[src/rtl/mem_debug_pkg.sv]
// Shared types and constants for the memory debug UART transmit path.
package mem_debug_pkg;

    localparam int         DBG_FRAME_W   = 42;
    localparam int         DBG_PKT_BYTES = 7;
    localparam logic [7:0] DBG_HEADER    = 8'hA5;

    // Frame field positions: [41] mem type, [40:32] target addr, [31:0] data
    localparam int TYPE_BIT = 41;
    localparam int ADDR_MSB = 40;
    localparam int ADDR_LSB = 32;

    // Byte serializer states
    typedef enum logic [1:0] {
        IDLE  = 2'd0,
        START = 2'd1,
        DATA  = 2'd2,
        STOP  = 2'd3
    } tx_state_t;

    // Packet-level states: waiting for a frame, or shifting out a packet
    typedef enum logic {
        PKT_IDLE = 1'b0,
        PKT_SEND = 1'b1
    } pkt_state_t;

    // Byte idx of a packet: 0 is the header, 1..6 walk the zero-extended
    // 48-bit word from its most significant byte down.
    function automatic logic [7:0] pkt_byte(
        input logic [DBG_FRAME_W-1:0] frame,
        input logic [2:0]             idx,
        input logic [7:0]             header
    );
        logic [47:0] word;
        logic [7:0]  result;
        word = {6'b000000, frame[TYPE_BIT], frame[ADDR_MSB:ADDR_LSB], frame[ADDR_LSB-1:0]};
        case (idx)
            3'd0:    result = header;
            3'd1:    result = word[47:40];
            3'd2:    result = word[39:32];
            3'd3:    result = word[31:24];
            3'd4:    result = word[23:16];
            3'd5:    result = word[15:8];
            3'd6:    result = word[7:0];
            default: result = 8'hFF;
        endcase
        return result;
    endfunction

endpackage

[src/rtl/uart_tx_byte.sv]
// 8N1 byte serializer. Accepts a byte when ready, shifts it LSB first, and
// can chain straight into the next byte on the last cycle of the stop bit so
// consecutive bytes have no gap.
module uart_tx_byte
    import mem_debug_pkg::*;
#(
    parameter int CLKS_PER_BIT = 434
)(
    input  logic       i_clk,
    input  logic       i_rst_n,
    input  logic       i_byte_valid,
    input  logic [7:0] i_byte_data,
    output logic       o_byte_ready,
    output logic       o_byte_done,
    output logic       o_tx
);

    localparam int                BAUD_W    = (CLKS_PER_BIT > 1) ? $clog2(CLKS_PER_BIT) : 1;
    localparam logic [BAUD_W-1:0] BAUD_LAST = BAUD_W'(CLKS_PER_BIT - 1);
    localparam logic [BAUD_W-1:0] BAUD_ONE  = BAUD_W'(1);

    tx_state_t         r_state;
    logic [BAUD_W-1:0] r_baud_cnt;
    logic [2:0]        r_bit_idx;
    logic [7:0]        r_shift;
    logic              r_line;
    logic              w_bit_end;

    assign w_bit_end    = (r_baud_cnt == BAUD_LAST);
    // Done marks the final cycle of the stop bit; a new byte may be taken then.
    assign o_byte_done  = (r_state == STOP) && w_bit_end;
    assign o_byte_ready = (r_state == IDLE) || o_byte_done;
    assign o_tx         = r_line;

    // Bit sequencing: start, eight data bits LSB first, stop; line is registered
    always_ff @(posedge i_clk or negedge i_rst_n) begin
        if (!i_rst_n) begin
            r_state    <= IDLE;
            r_baud_cnt <= '0;
            r_bit_idx  <= 3'd0;
            r_shift    <= 8'h00;
            r_line     <= 1'b1;
        end else begin
            case (r_state)
                IDLE: begin
                    r_baud_cnt <= '0;
                    r_bit_idx  <= 3'd0;
                    if (i_byte_valid) begin
                        r_shift <= i_byte_data;
                        r_line  <= 1'b0;
                        r_state <= START;
                    end else begin
                        r_line  <= 1'b1;
                    end
                end
                START: begin
                    if (w_bit_end) begin
                        r_baud_cnt <= '0;
                        r_bit_idx  <= 3'd0;
                        r_line     <= r_shift[0];
                        r_state    <= DATA;
                    end else begin
                        r_baud_cnt <= r_baud_cnt + BAUD_ONE;
                    end
                end
                DATA: begin
                    if (w_bit_end) begin
                        r_baud_cnt <= '0;
                        if (r_bit_idx == 3'd7) begin
                            r_line  <= 1'b1;
                            r_state <= STOP;
                        end else begin
                            r_bit_idx <= r_bit_idx + 3'd1;
                            r_line    <= r_shift[r_bit_idx + 3'd1];
                        end
                    end else begin
                        r_baud_cnt <= r_baud_cnt + BAUD_ONE;
                    end
                end
                STOP: begin
                    if (w_bit_end) begin
                        r_baud_cnt <= '0;
                        r_bit_idx  <= 3'd0;
                        if (i_byte_valid) begin
                            r_shift <= i_byte_data;
                            r_line  <= 1'b0;
                            r_state <= START;
                        end else begin
                            r_line  <= 1'b1;
                            r_state <= IDLE;
                        end
                    end else begin
                        r_baud_cnt <= r_baud_cnt + BAUD_ONE;
                    end
                end
                default: begin
                    r_state <= IDLE;
                    r_line  <= 1'b1;
                end
            endcase
        end
    end

endmodule

[src/rtl/mem_debug_uart_tx.sv]
// Memory debug read-back transmitter: buffers 42-bit frames (one active,
// one pending) and sends each as a 7-byte UART packet led by a header byte.
module mem_debug_uart_tx
    import mem_debug_pkg::*;
#(
    parameter int         CLKS_PER_BIT = 434,
    parameter logic [7:0] HEADER_BYTE  = DBG_HEADER
)(
    input  logic                   clk,
    input  logic                   reset_n,
    input  logic [DBG_FRAME_W-1:0] tx_frame_in,
    input  logic                   tx_frame_valid,
    output logic                   uart_tx,
    output logic                   tx_busy,
    output logic                   tx_done,
    output logic                   tx_overflow
);

    localparam logic [2:0] LAST_BYTE = 3'(DBG_PKT_BYTES - 1);

    pkt_state_t             r_pkt_state;
    logic [DBG_FRAME_W-1:0] r_active;
    logic [DBG_FRAME_W-1:0] r_pend;
    logic                   r_pend_valid;
    logic [2:0]             r_byte_idx;
    logic                   r_busy;
    logic                   r_done;
    logic                   r_overflow;

    logic       w_byte_valid;
    logic [7:0] w_byte_data;
    logic       w_byte_ready;
    logic       w_byte_done;
    logic       w_tx_line;

    // Byte offered to the serializer: header at packet start, then frame bytes
    always_comb begin
        w_byte_valid = 1'b0;
        w_byte_data  = HEADER_BYTE;
        if (r_pkt_state == PKT_IDLE) begin
            w_byte_valid = r_pend_valid || tx_frame_valid;
            w_byte_data  = HEADER_BYTE;
        end else begin
            w_byte_valid = (r_byte_idx < LAST_BYTE);
            w_byte_data  = pkt_byte(r_active, r_byte_idx + 3'd1, HEADER_BYTE);
        end
    end

    // Packet FSM with pending slot, byte counter and done/overflow pulses
    always_ff @(posedge clk or negedge reset_n) begin
        if (!reset_n) begin
            r_pkt_state  <= PKT_IDLE;
            r_active     <= '0;
            r_pend       <= '0;
            r_pend_valid <= 1'b0;
            r_byte_idx   <= 3'd0;
            r_busy       <= 1'b0;
            r_done       <= 1'b0;
            r_overflow   <= 1'b0;
        end else begin
            r_done     <= 1'b0;
            r_overflow <= 1'b0;
            case (r_pkt_state)
                PKT_IDLE: begin
                    r_byte_idx <= 3'd0;
                    if (w_byte_ready && r_pend_valid) begin
                        // Pending frame wins; a same-cycle strobe refills the slot
                        r_active    <= r_pend;
                        r_pkt_state <= PKT_SEND;
                        r_busy      <= 1'b1;
                        if (tx_frame_valid) begin
                            r_pend <= tx_frame_in;
                        end else begin
                            r_pend_valid <= 1'b0;
                        end
                    end else if (w_byte_ready && tx_frame_valid) begin
                        r_active    <= tx_frame_in;
                        r_pkt_state <= PKT_SEND;
                        r_busy      <= 1'b1;
                    end else begin
                        r_busy <= 1'b0;
                    end
                end
                PKT_SEND: begin
                    if (tx_frame_valid) begin
                        if (r_pend_valid) begin
                            r_overflow <= 1'b1;
                        end else begin
                            r_pend       <= tx_frame_in;
                            r_pend_valid <= 1'b1;
                        end
                    end
                    if (w_byte_done) begin
                        if (r_byte_idx < LAST_BYTE) begin
                            r_byte_idx <= r_byte_idx + 3'd1;
                        end else begin
                            r_pkt_state <= PKT_IDLE;
                            r_busy      <= 1'b0;
                            r_done      <= 1'b1;
                        end
                    end
                end
                default: begin
                    r_pkt_state <= PKT_IDLE;
                    r_busy      <= 1'b0;
                end
            endcase
        end
    end

    uart_tx_byte #(
        .CLKS_PER_BIT (CLKS_PER_BIT)
    ) u_byte (
        .i_clk        (clk),
        .i_rst_n      (reset_n),
        .i_byte_valid (w_byte_valid),
        .i_byte_data  (w_byte_data),
        .o_byte_ready (w_byte_ready),
        .o_byte_done  (w_byte_done),
        .o_tx         (w_tx_line)
    );

    assign uart_tx     = w_tx_line;
    assign tx_busy     = r_busy;
    assign tx_done     = r_done;
    assign tx_overflow = r_overflow;

endmodule
[config.mk]
export PLATFORM = sky130hd
export DESIGN_NAME = mem_debug_uart_tx
export DESIGN_NICKNAME = d
export VERILOG_FILES = /design/src/rtl/mem_debug_pkg.sv /design/src/rtl/uart_tx_byte.sv /design/src/rtl/mem_debug_uart_tx.sv
export SDC_FILE = /design/constraint.sdc
export NUM_CORES = 1
export LEC_CHECK = 0
export CAP_MARGIN = 20
export CORE_UTILIZATION = 30
export CTS_CLUSTER_DIAMETER = 60
export DETAILED_ROUTE_END_ITERATION = 8
export DONT_BUFFER_PORTS = 1
export GPL_TIMING_DRIVEN = 0
export SLEW_MARGIN = 10
export SYNTH_ARGS = -nofsm -noshare
export SYNTH_HDL_FRONTEND = slang
export SYNTH_SLANG_ARGS = --single-unit
[constraint.sdc]
create_clock -name clk -period 2.4 [get_ports clk]
set_clock_uncertainty 0.05 [all_clocks]
set_input_delay 0.24 -clock clk [delete_from_list [all_inputs] [get_ports clk]]
set_output_delay 0.24 -clock clk [all_outputs]
set_load 0.02 [all_outputs]
-- Word-level counts from Yosys, hierarchy flattened
Index checks and enable logic that the tools add are counted.
- $add $sub $neg: 3
- magnitude comparators: 2
- eq/ne operators: 26
- mux-type cells: 55
- bitwise operators: 1
- reduce and logical (&&, ||, !) cells: 20
- operators by type and width (operator ; count):
    $mux 42 ; 6
    $pmux 42 s2 ; 1
    $pmux 8 s7 ; 1
    $mux 8 ; 3
    $mux 1 ; 23
    $ne 2x1->1 const B ; 9
    $pmux 9 s2 ; 1
    $pmux 8 s2 ; 1
    $mux 3 ; 5
    $eq 3x3->1 const B ; 4
    $ne 2x2->1 const B ; 6
    $mux 2 ; 5
    $add 9x1->9 const B ; 1
    $eq 9x9->1 const B ; 1
    $mux 9 ; 1
    $pmux 3 s3 ; 1
    $reduce_and 3->1 ; 3
    $pmux 2 s4 ; 1
    $reduce_and 2->1 ; 4
    $add 3x1->3 const B ; 2
    $eq 3x2->1 const B ; 2
    $pmux 1 s2 ; 3
    $pmux 3 s2 ; 1
    $reduce_and 5->1 ; 1
    other kinds (16) ; 21
- register bits: 115
- output and inout port bits: 4
- logic and storage cells: 120

-- Logic depth before layout (Yosys ltp)
Gate-level depths: netlist of run 1.
- depth in word-level cells: 7
- gate-level depth with buffers: 8

-- By module
Synthesis of run 1 repeated with hierarchy kept, for this count alone.
- cell total of the unflattened synthesis: 478
- area, all modules: 5507.8 um^2
- modules (own cells, without submodules) (module ; instances ; cells each ; area an instance (um^2) ; sequential area each (um^2)):
    mem_debug_uart_tx ; 1 ; 363 ; 4229.1 ; 2302.2
    uart_tx_byte ; 1 ; 115 ; 1278.7 ; 576.8

-- Worst setup path after synthesis of run 1
OpenSTA, ideal clock, no wires.
- kind: register -> register
- start: register u_byte.r_baud_cnt[6]
- end: register r_active[0]
- arrival time: 2.053 ns
- data required time: 2.227 ns
- slack: 0.175 ns
- stages on the path, launching flop included: 6
- buffers on the path: 1
- cell sequence: dfrtp_1 > or4b_4 > o41a_4 > clkbuf_2 > or3_1 > o221a_2
- cells in the longest elaborated chain, start to end: 6
- ends and longest elaborated chain (what ; line ; RTL):
    from (decl) ; uart_tx_byte.sv:23 ; logic [BAUD_W-1:0] r_baud_cnt;
    from (signal assigned) ; uart_tx_byte.sv:63 ; r_baud_cnt <= r_baud_cnt + BAUD_ONE;
    from (signal assigned) ; uart_tx_byte.sv:77 ; r_baud_cnt <= r_baud_cnt + BAUD_ONE;
    from (signal assigned) ; uart_tx_byte.sv:93 ; r_baud_cnt <= r_baud_cnt + BAUD_ONE;
    $eq 9x9->1 (*) ; uart_tx_byte.sv:29 ; assign w_bit_end = (r_baud_cnt == BAUD_LAST);
    $logic_and 1x1->1 (*) ; uart_tx_byte.sv:31 ; assign o_byte_done = (r_state == STOP) && w_bit_end;
    $logic_or 1x1->1 (*) ; uart_tx_byte.sv:32 ; assign o_byte_ready = (r_state == IDLE) || o_byte_done;
    $logic_and 1x1->1 (on tied branches) ; mem_debug_uart_tx.sv:66, mem_debug_uart_tx.sv:76 ;
    $reduce_bool 2->1 (no line) ; n/a ;
    $reduce_and 2->1 (no line) ; n/a ;
    to (signal assigned) ; mem_debug_uart_tx.sv:68 ; r_active <= r_pend;
    to (signal assigned) ; mem_debug_uart_tx.sv:77 ; r_active <= tx_frame_in;
    to (decl) ; mem_debug_uart_tx.sv:22 ; logic [DBG_FRAME_W-1:0] r_active;
Mark *: on every way between the ends. The rest lies on a longest branch, timed or not.
A chain may end at the register's enable or synchronous reset.

-- Worst setup path in the final report of run 1
- start: register u_byte.r_baud_cnt[3]
- end: register r_active[36]
Same word-level chain as after synthesis.

==> implementation parameters, run 1 <==
Parameter                              Value

Run status
  Run status    finished with violations
  Failing checks    negative hold slack, negative setup slack

Global routing
  Maximum number of pins on one net before global-route repair    116
  Via count of the first global-routing pass    4,237
  Antenna violations before repair    0
  Total gr overflow    0
  GRT Util Overall    15.86%
  Wire length of the first global-routing pass    22,380 um

Clocking
  Number of hold buffers added after CTS    43
  Clock latency on the worst-skew pair    420 ps
  TritonCTS clock tree    done
  Buffers from clock root to sink, at most    2
  Buffer type at the clock tree root    sky130_fd_sc_hd__clkbuf_16
  Count of H-tree levels built during CTS    4
  Sink count of the clock tree    115
  Total clock buffers created by CTS    17
  Clock slew at reported path FFs    50 ps

Final layout
  Count of antenna diodes in the layout    0
  Final net count    568
  Area grow syn2layout    27.47%
  Fraction of layout cells with a size suffix above 1    29.56%
  Number of fillers in the final layout    1,644

Power
  Total power per unit cell area    1172 nW/um^2
  Peak supply drop    650.1 uV
  Reported leakage power    0.002808 uW

Synthesis
  Total of warnings raised by yosys    0
  Seq/Total Area, Yosys    53.12%
  Synth top area cells    sky130_fd_sc_hd__dfrtp_1, sky130_fd_sc_hd__mux2_2, sky130_fd_sc_hd__o221a_2
  Number of nets in the synthesized netlist    497
  Number of enable-type register cells in the synthesized netlist    0
  Most frequent cell after synthesis    sky130_fd_sc_hd__dfrtp_1
  Post-synth ARST share    100.0%
  Cell taking the most area after synthesis    sky130_fd_sc_hd__dfrtp_1
  Commonest cells in the synthesized netlist    sky130_fd_sc_hd__dfrtp_1, sky130_fd_sc_hd__or3_1, sky130_fd_sc_hd__mux2_2
  Most used flip-flop cell after synthesis    sky130_fd_sc_hd__dfrtp_1
  Top-area cell type share of the netlist area    52.63%
  Post-synthesis area per instance    12.37 um^2
  Flops & latches, synth    115
  Number of distinct library cells after synthesis    54
  Synthesized instance count    438
  Area of the mapped netlist    5420 um^2

STA
  Final-report hold violation count    115
  Number of setup violations in the final report    22
  Highest achievable clock rate    412.4 MHz
  Worst hold-check slack    -527.3 ps
  Worst-margin pin slew    817.3 ps
  Final max-slew violation count    0
  Max_slew headroom    44.11%
  Post-route worst setup slack    -24.73 ps
  RSZ-0062 raised after global routing    yes
  Final worst path period need    2425 ps
  Period Utilization, post-route    101.0%

Critical path
  Crit end category    flop
  Critical path class    reg -> reg
  Number of cells on the worst reg-to-reg path    5
  FF-to-FF End    r_active[36]
  Reg2reg setup slack    -20 ps
  Crit-path max FO    10
  Critical path required time    2650 ps
  Worst setup SP type    flop
  Worst flop-to-flop path startpoint    u_byte.r_baud_cnt[3]
  Endpoint arrival time on the critical path    2670 ps

Die
  Die area    18,610 um^2
  Area inside the core boundary    17,480 um^2
  Effective utilization at floorplan    31.01%
  Number of I/O pins    49
  Std-Cell Rows    48
  Height of the die    136.4 um
  Die W    136.4 um

Place
  Detail Placement HPWL    9102 um
  Final weighted congestion of routability-driven global placement    0.8074
  # port buffers    0
  Post-place setup slack    -46.07 ps

Routing
  Detail-routed via count per cell    5.357
  DRT antenna net count    0
  Final Routed Wirelength    13,690 um
  Initial DRT Pass Iterations    6
  Routed WL per cell    18.35 um
  Initial DRC Count    282
  Via count of the routed design    3,996
  Number of design rule violations left after detail routing    0

Hold path
  Worst min-delay path category    in -> async

Job
  Maximum capacitance violations    0
report_power, final:
| part | internal, uW | switching [uW] | total, uW |
|---|---|---|---|
| Clock | 1620 | 868 | 2490 |
| Combinational | 1310 | 856 | 2160 |
| Sequential | 2810 | 638 | 3450 |
| Total | 5740 | 2360 | 8100 |
sequential cells by signal, indices dropped and copies added, names as in the netlist:
| signal | flops |
|---|---|
| u_byte.r_state | 2 |
| u_byte.r_shift | 8 |
| r_pkt_state | 1 |
| r_pend_valid | 1 |
| r_pend | 42 |
| tx_busy | 1 |
| u_byte.r_baud_cnt | 9 |
| u_byte.o_tx | 1 |
| u_byte.r_bit_idx | 3 |
| tx_overflow | 1 |
| r_active | 42 |
| r_byte_idx | 3 |
| tx_done | 1 |
cell families (layout without fill, tap and decap cells):
group                      after synthesis  after routing  synth area share [%]
AOI/OAI and AO/OA                      103            103                 17.43
xor gates and xnor gates                 8              8                 1.293
adders and majority gates               14             14                 3.232
buffers and inverters                   36            119                 2.770
DFF                                    115            115                 53.12
muxes                                   47             47                 9.903
and+or+nand+nor                        115            115                 12.26
repair_timing:
item                                    4_1_cts  5_1_grt
hold endpoints to repair                    159      115
endpoints found under the setup margin       63       74
pin swaps                                     0        4
resized for setup                             6       46
buffers inserted                              1        5
cloned                                        0        1
through the flow:
step                      TNS (ps)  utilization [%]  cells  cell area [um^2]  total power [uW]
final                       -191.8            39.53    746              6909              8100
after global routing         -1920            39.53    746              6909              8517
after CTS                   -48.41            38.67    740              6758              8051
after detailed placement     -1124            32.67    665              5710              5471
after global placement      -17990            32.62    663              5702              5359
after floorplan                  0                -    438              5420              4897
worst max path at each step:
stage	from	endpoint	slack, ps	depth (start not counted)
4_1_cts	u_byte.r_baud_cnt[6]	r_active[24]	-8	5
3_3_place_gp	u_byte.r_baud_cnt[0]	r_pend[32]	-460	6
5_1_grt	u_byte.r_baud_cnt[3]	r_active[36]	-70	5
2_1_floorplan	u_byte.r_baud_cnt[6]	r_active[0]	170	5
6_report	u_byte.r_baud_cnt[3]	r_active[36]	-20	5
3_5_place_dp	u_byte.r_baud_cnt[0]	r_pend[28]	-50	7
cell usage in the layout (no fill, tap or decap), types with 5 or more instances in the layout:
master and count:
sky130_fd_sc_hd__inv_1 8, sky130_fd_sc_hd__nor2_1 11, sky130_fd_sc_hd__clkbuf_1 11, sky130_fd_sc_hd__buf_6 12, sky130_fd_sc_hd__o21ai_0 9, sky130_fd_sc_hd__dfrtp_1 113
sky130_fd_sc_hd__dlygate4sd3_1 43, sky130_fd_sc_hd__or3_1 43, sky130_fd_sc_hd__buf_4 5, sky130_fd_sc_hd__nand3_1 5, sky130_fd_sc_hd__nand2_1 23, sky130_fd_sc_hd__mux2_2 43
sky130_fd_sc_hd__clkbuf_16 17, sky130_fd_sc_hd__ha_1 14, sky130_fd_sc_hd__o221a_2 42, sky130_fd_sc_hd__a222oi_1 10, sky130_fd_sc_hd__clkinv_2 6, sky130_fd_sc_hd__a21oi_1 11
critical path: stages (launching register included):
cell	delay [ps]
sky130_fd_sc_hd__dfrtp_1	410
sky130_fd_sc_hd__or4b_4	590
sky130_fd_sc_hd__o41a_4	590
sky130_fd_sc_hd__buf_6	170
sky130_fd_sc_hd__or3_4	360
sky130_fd_sc_hd__o221a_2	130
cell type report:
class                   count  area, um^2  area share [%]
flip-flops and latches    115        2880           41.69
multi-input cells         287        2426           35.11
repair buffers             52       510.5           7.389
clock buffers              21       480.5           6.954
well taps                 225       281.5           4.075
plain buffers              28       193.9           2.807
clock inverters            10       106.4           1.539
inverters                   8       30.03          0.4346
layer usage:
metal,global-route usage [%],up-vias,routed length [um]
li1,-,1839,-
met1,18.99,2021,5818
met2,27.21,119,7012
met3,3.579,17,651
met4,6.728,0,206
met5,0,-,0
Note: power is estimated with default switching activity, not from simulation.
==> run 2: changes to the inputs <==
CORE_ASPECT_RATIO = 0.75   (was default)
RECOVER_POWER = 25   (was default)
==> implementation parameters, run 2 (synthesis results as in run 1) <==
Parameter                              Value

Hold path
  Worst min-delay path category    in -> async

Clocking
  Buffer type at the clock tree root    sky130_fd_sc_hd__clkbuf_16
  Buffers from clock root to sink, at most    2 (unchanged)
  Sink count of the clock tree    115 (unchanged)
  TritonCTS clock tree    done
  Number of hold buffers added after CTS    43 (unchanged)
  Clock slew at reported path FFs    50 ps (about the same)
  Total clock buffers created by CTS    17 (unchanged)
  Count of H-tree levels built during CTS    4 (unchanged)
  Clock latency on the worst-skew pair    410 ps (about the same)

Critical path
  Crit end category    flop
  Slowest cell on the critical path    sky130_fd_sc_hd__or4b_4
  Critical path required time    2650 ps (about the same)
  Delay-heaviest family, CP    simple AND/OR/NAND/NOR gates
  Crit-path max FO    10 (unchanged)
  Highest cell delay on the worst timing path    580 ps (about the same)
  Worst setup SP type    flop
  Critical path, cell by cell    or4b_4 > o41a_4 > buf_6 > or3_1 > o221a_2
  Endpoint arrival time on the critical path    2650 ps (-20 ps)
  Critical path class    reg -> reg
  Buffer and inverter count on the worst path    1 (unchanged)

Job
  Maximum capacitance violations    0 (unchanged)

Die
  Number of I/O pins    49 (unchanged)
  Effective utilization at floorplan    30.70% (-0.32 points)
  Die W    157.2 um (+15%)
  Height of the die    118.4 um (-13%)
  Area inside the core boundary    17,660 um^2 (+1.0%)
  Die area    18,610 um^2 (about the same)
  Std-Cell Rows    42 (-13%)

Place
  # port buffers    0 (unchanged)
  Detail Placement HPWL    9568 um (+5.1%)
  Final weighted congestion of routability-driven global placement    0.7943 (-1.6%)
  Cells after DPL    681 (+2.4%)

Global routing
  GRT Util Overall    16.56% (+0.70 points)
  Antenna violations before repair    0 (unchanged)
  Total gr overflow    0 (unchanged)
  Wire length of the first global-routing pass    23,260 um (+3.9%)
  Via count of the first global-routing pass    4,227 (-0.24%)
  Maximum number of pins on one net before global-route repair    116 (unchanged)

STA
  Period Utilization, post-route    100.1% (-0.92 points)
  Highest achievable clock rate    416.2 MHz (+0.92%)
  Max_slew headroom    55.46% (+11 points)
  Worst-margin pin slew    666.9 ps (-150.4 ps)
  Final-report hold violation count    115 (unchanged)
  RSZ-0062 raised after global routing    yes
  Number of setup violations in the final report    1 (-95%)
  Final max-slew violation count    0 (unchanged)
  Worst hold-check slack    -528.4 ps (-1.096 ps)
  Final worst path period need    2403 ps (-22.20 ps)
  Final-layout setup total negative slack    -2.538 ps (+189.2 ps)
  Post-route worst setup slack    -2.538 ps (+22.20 ps)

Routing
  Final Routed Wirelength    14,370 um (+5.0%)
  Routed WL per cell    18.88 um (+2.9%)
  Detail-routed via count per cell    5.347 (-0.18%)
  Via count of the routed design    4,069 (+1.8%)
  DRT antenna net count    0 (unchanged)
  Initial DRC Count    293 (+3.9%)
  Number of design rule violations left after detail routing    0 (unchanged)
  Initial DRT Pass Iterations    5 (-1)

Run status
  Failing checks    negative hold slack, negative setup slack
  Run status    finished with violations

Final layout
  Count of antenna diodes in the layout    0 (unchanged)
  Final net count    565 (-0.53%)
  Most used cells in the layout excluding fill and tap cells    sky130_fd_sc_hd__dfrtp_1, sky130_fd_sc_hd__mux2_2, sky130_fd_sc_hd__dlygate4sd3_1
  Fraction of layout cells with a size suffix above 1    29.09% (-0.46 points)
  Area grow syn2layout    26.75%
  Cell Count, Final, Fillers Out    761 (+2.0%)
  Most common library cell in the layout ignoring fill and taps    sky130_fd_sc_hd__dfrtp_1
  Leading registers by flop count    r_active (42), r_pend (42), u_byte.r_baud_cnt (9)
  Number of fillers in the final layout    1,706 (+3.8%)

Power
  Total power per unit cell area    1174 nW/um^2 (+0.18%)
  Peak supply drop    525.3 uV (-19%)
  Power, Total    8069 uW (-0.38%)
  Reported leakage power    0.002778 uW (-1.1%)
run 2: changes by cell type in the layout (fill, tap and decap cells not counted), moves of 2 or more:
cell,delta
sky130_fd_sc_hd__or3_4,+2
sky130_fd_sc_hd__clkbuf_8,-2
sky130_fd_sc_hd__clkbuf_1,+4
sky130_fd_sc_hd__buf_4,+6
sky130_fd_sc_hd__clkinv_2,-2
sky130_fd_sc_hd__or3_1,-2
sky130_fd_sc_hd__buf_6,-9
run 2: routing by layer:
metal	GRT usage (%)	up-vias	part of all wire (%)
met5	0	-	0
met4	5.461	0	1.6
met3	4.694	19	6.3
met2	24.12	112	45
met1	23.48	2096	47
li1	-	1842	-
run 2: layout make-up:
class,count,area [um^2],share of cell area [%]
Buffer,28,171.4,2.495
Clock buffer,23,467.9,6.811
Clock inverter,9,105.1,1.530
Inverter,8,30.03,0.4371
Multi-Input combinational cell,287,2437,35.48
Sequential cell,115,2880,41.92
Tap cell,242,302.8,4.407
Timing Repair Buffer,49,475.5,6.920
run 2: through the flow:
step / hold WS [ps] / cell area (um^2) / utilization [%] / setup slack [ps]
after global routing: -543.5 / 6870 / 38.91 / -52.63
after detailed placement: -98.84 / 5729 / 32.45 / -140.3
after CTS: -534.5 / 6761 / 38.29 / -7.200
final: -528.4 / 6870 / 38.91 / -2.538
after floorplan: -105.6 / 5420 / - / 174.8
after global placement: -99.06 / 5723 / 32.41 / -495.4
run 2: final timing paths:
kind | start | to | slack, ps | cells past startpoint
worst max-delay path | u_byte.r_baud_cnt[6] | r_active[22] | -3 | 5
worst min-delay path | reset_n | r_pend[38] | -530 | 0
worst max register to register | u_byte.r_baud_cnt[6] | r_active[22] | -3 | 5
worst min register to register | u_byte.r_shift[1] | u_byte.r_shift[1] | 440 | 1
max in group asynchronous | reset_n | r_byte_idx[2] | 2630 | 0
min in group clk | tx_frame_in[6] | r_active[6] | 40 | 2
run 2: worst reg2reg max path, delay by kind of cell (launching register included):
| kind | cells | cell delay, ps |
|---|---|---|
| AOI/OAI and AO/OA | 2 | 680 |
| and+or+nand+nor | 2 | 930 |
| DFF | 1 | 430 |
| buffers and inverters | 1 | 190 |
run 2: power by group:
| group | internal (uW) | switching, uW |
|---|---|---|
| Sequential | 2810 | 642 |
| Combinational | 1280 | 871 |
| Clock | 1580 | 886 |
| Total | 5670 | 2400 |
run 2: what timing repair did:
action | CTS | global route
setup endpoints to repair | 76 | 75
resized for setup | 7 | 37
cloned | 0 | 0
setup buffers | 0 | 5
endpoints found under the hold margin | 159 | 115
pin swaps | 1 | 4
==> run 3: changes to the inputs <==
PLACE_DENSITY = 0.44   (was default)
SKIP_CTS_REPAIR_TIMING = 1   (was default)
==> implementation parameters, run 3 (synthesis results as in run 1) <==
Parameter                              Value

Clocking
  Buffer type at the clock tree root    sky130_fd_sc_hd__clkbuf_16
  Clock latency on the worst-skew pair    420 ps (about the same)
  Clock slew at reported path FFs    60 ps (about the same)
  Count of H-tree levels built during CTS    4 (unchanged)
  Sink count of the clock tree    115 (unchanged)
  Total clock buffers created by CTS    17 (unchanged)
  Buffers from clock root to sink, at most    2 (unchanged)
  TritonCTS clock tree    done

STA
  Period Utilization, post-route    102.2% (+2.1 points)
  Worst hold-check slack    -528.3 ps (+0.09800 ps)
  Final max-slew violation count    0 (unchanged)
  Post-route worst setup slack    -52.86 ps (-50.32 ps)
  Number of setup violations in the final report    12 (+11)
  Final worst path period need    2453 ps (+50.32 ps)
  Max_slew headroom    53.72% (-1.7 points)
  RSZ-0062 raised after global routing    yes
  Highest achievable clock rate    407.7 MHz (-2.1%)
  Final-report hold violation count    115 (unchanged)
  Worst-margin pin slew    694.2 ps (+27.34 ps)

Routing
  Via count of the routed design    3,993 (-1.9%)
  DRT antenna net count    0 (unchanged)
  Initial DRC Count    220 (-25%)
  Final Routed Wirelength    15,140 um (+5.4%)
  Detail-routed via count per cell    5.213 (-2.5%)
  Routed WL per cell    19.77 um (+4.7%)
  Initial DRT Pass Iterations    5 (unchanged)
  Number of design rule violations left after detail routing    0 (unchanged)

Critical path
  Reg2reg setup slack    -50 ps (-50 ps)
  Slowest cell on the critical path    sky130_fd_sc_hd__or4b_4
  Crit-path max FO    8 (-2)
  FF-to-FF End    r_active[39]
  Worst flop-to-flop path startpoint    u_byte.r_baud_cnt[3]
  Crit end category    flop
  Critical path required time    2710 ps (+60 ps)
  Critical path, cell by cell    or4b_4 > o41a_4 > nor2_4 > buf_6 > clkbuf_16 > o221a_2
  Endpoint arrival time on the critical path    2770 ps (+120 ps)
  Buffer and inverter count on the worst path    2 (+1)
  Critical path class    reg -> reg
  Delay-heaviest family, CP    simple AND/OR/NAND/NOR gates
  Number of cells on the worst reg-to-reg path    6 (+1)
  Worst setup SP type    flop
  Highest cell delay on the worst timing path    620 ps (+40 ps)

Power
  Total power per unit cell area    1171 nW/um^2 (-0.30%)
  Reported leakage power    0.002820 uW (+1.5%)
  Peak supply drop    421.9 uV (-20%)

Die
  Effective utilization at floorplan    30.70% (unchanged)
  Area inside the core boundary    17,660 um^2 (unchanged)
  Height of the die    118.4 um (unchanged)
  Std-Cell Rows    42 (unchanged)
  Die area    18,610 um^2 (unchanged)
  Number of I/O pins    49 (unchanged)
  Die W    157.2 um (unchanged)

Final layout
  Area grow syn2layout    29.18%
  Count of antenna diodes in the layout    0 (unchanged)
  Final net count    570 (+0.88%)
  Leading registers by flop count    r_active (42), r_pend (42), u_byte.r_baud_cnt (9)
  Most used cells in the layout excluding fill and tap cells    sky130_fd_sc_hd__dfrtp_1, sky130_fd_sc_hd__or3_1, sky130_fd_sc_hd__mux2_2, sky130_fd_sc_hd__dlygate4sd3_1, sky130_fd_sc_hd__o221a_2
  Total non-filler cell area in the finished layout    7002 um^2 (+1.9%)
  Fraction of layout cells with a size suffix above 1    30.73% (+1.6 points)
  Share of the core filled with cells in the final layout    39.65% (+0.74 points)
  Most common library cell in the layout ignoring fill and taps    sky130_fd_sc_hd__dfrtp_1

Global routing
  GRT Util Overall    16.41% (-0.15 points)
  Maximum number of pins on one net before global-route repair    116 (unchanged)
  Via count of the first global-routing pass    3,967 (-6.2%)
  Total gr overflow    0 (unchanged)
  Wire length of the first global-routing pass    22,610 um (-2.8%)
  Antenna violations before repair    0 (unchanged)

Place
  # port buffers    0 (unchanged)
  Final weighted congestion of routability-driven global placement    0.7536 (-5.1%)
  Post-place setup slack    -135.9 ps (+4.459 ps)
  Detail Placement HPWL    9789 um (+2.3%)
  Cell area after placement    5729 um^2 (unchanged)

Run status
  Failing checks    negative hold slack, negative setup slack
  Run status    finished with violations

Job
  Maximum capacitance violations    0 (unchanged)

Hold path
  Worst min-delay path category    in -> async
[run 3: cell types whose count changed in the layout (fill, tap and decap cells not counted), sizes merged]
cell and delta:
buf +5, clkbuf -4, clkinvlp +3, clkinv -1, inv +1, o41a +1
[run 3: per-stage QoR]
step	hold WS [ps]	total power, uW	instances	setup TNS [ps]
floorplan	-105.6	4897	438	0
global placement	-100.9	5425	680	-22980
detailed placement	-99.64	5503	681	-5094
CTS	-558.2	8066	713	-6397
global route	-548.0	8652	766	-1361
finish	-528.3	8199	766	-378.7
[run 3: cell type report]
type / count / area (um^2)
inverters: 8 / 30.03
clock inverters: 12 / 131.4
fillers: 1702 / 10660
flip-flops and latches: 115 / 2883
plain buffers: 28 / 203.9
clock buffers: 20 / 456.7
multi-input cells: 288 / 2464
repair buffers: 53 / 530.5
well taps: 242 / 302.8
[run 3: power by group]
group	internal [uW]	switching (uW)	total, uW
logic	1330	892	2220
registers	2810	639	3450
clock network	1580	946	2530
[run 3: worst max-delay path by stage]
| stage | startpoint | endpoint | slack (ps) | cells after the start |
|---|---|---|---|---|
| floorplan | u_byte.r_baud_cnt[6] | r_active[0] | 170 | 5 |
| global placement | u_byte.r_baud_cnt[0] | r_pend[31] | -510 | 6 |
| detailed placement | r_byte_idx[0] | u_byte.r_shift[2] | -140 | 6 |
| CTS | r_byte_idx[0] | u_byte.r_shift[2] | -160 | 6 |
| global route | u_byte.r_baud_cnt[3] | r_active[35] | -90 | 6 |
| finish | u_byte.r_baud_cnt[3] | r_active[39] | -50 | 6 |
[run 3: layer usage]
metal  share of wire [%]  GRT usage, %  vias up
met1                  50         23.22     2062
met3                 4.7         4.914       14
li1                    -             -     1844
met5                   0             0        -
met2                  44         23.42       73
met4                 1.2         6.007        0
[run 3: worst register-to-register path, stage by stage (launching register included)]
cell                        delay, ps
sky130_fd_sc_hd__dfrtp_2          420
sky130_fd_sc_hd__or4b_4           620
sky130_fd_sc_hd__o41a_4           550
sky130_fd_sc_hd__nor2_4           260
sky130_fd_sc_hd__buf_6            170
sky130_fd_sc_hd__clkbuf_16        140
sky130_fd_sc_hd__o221a_2          180
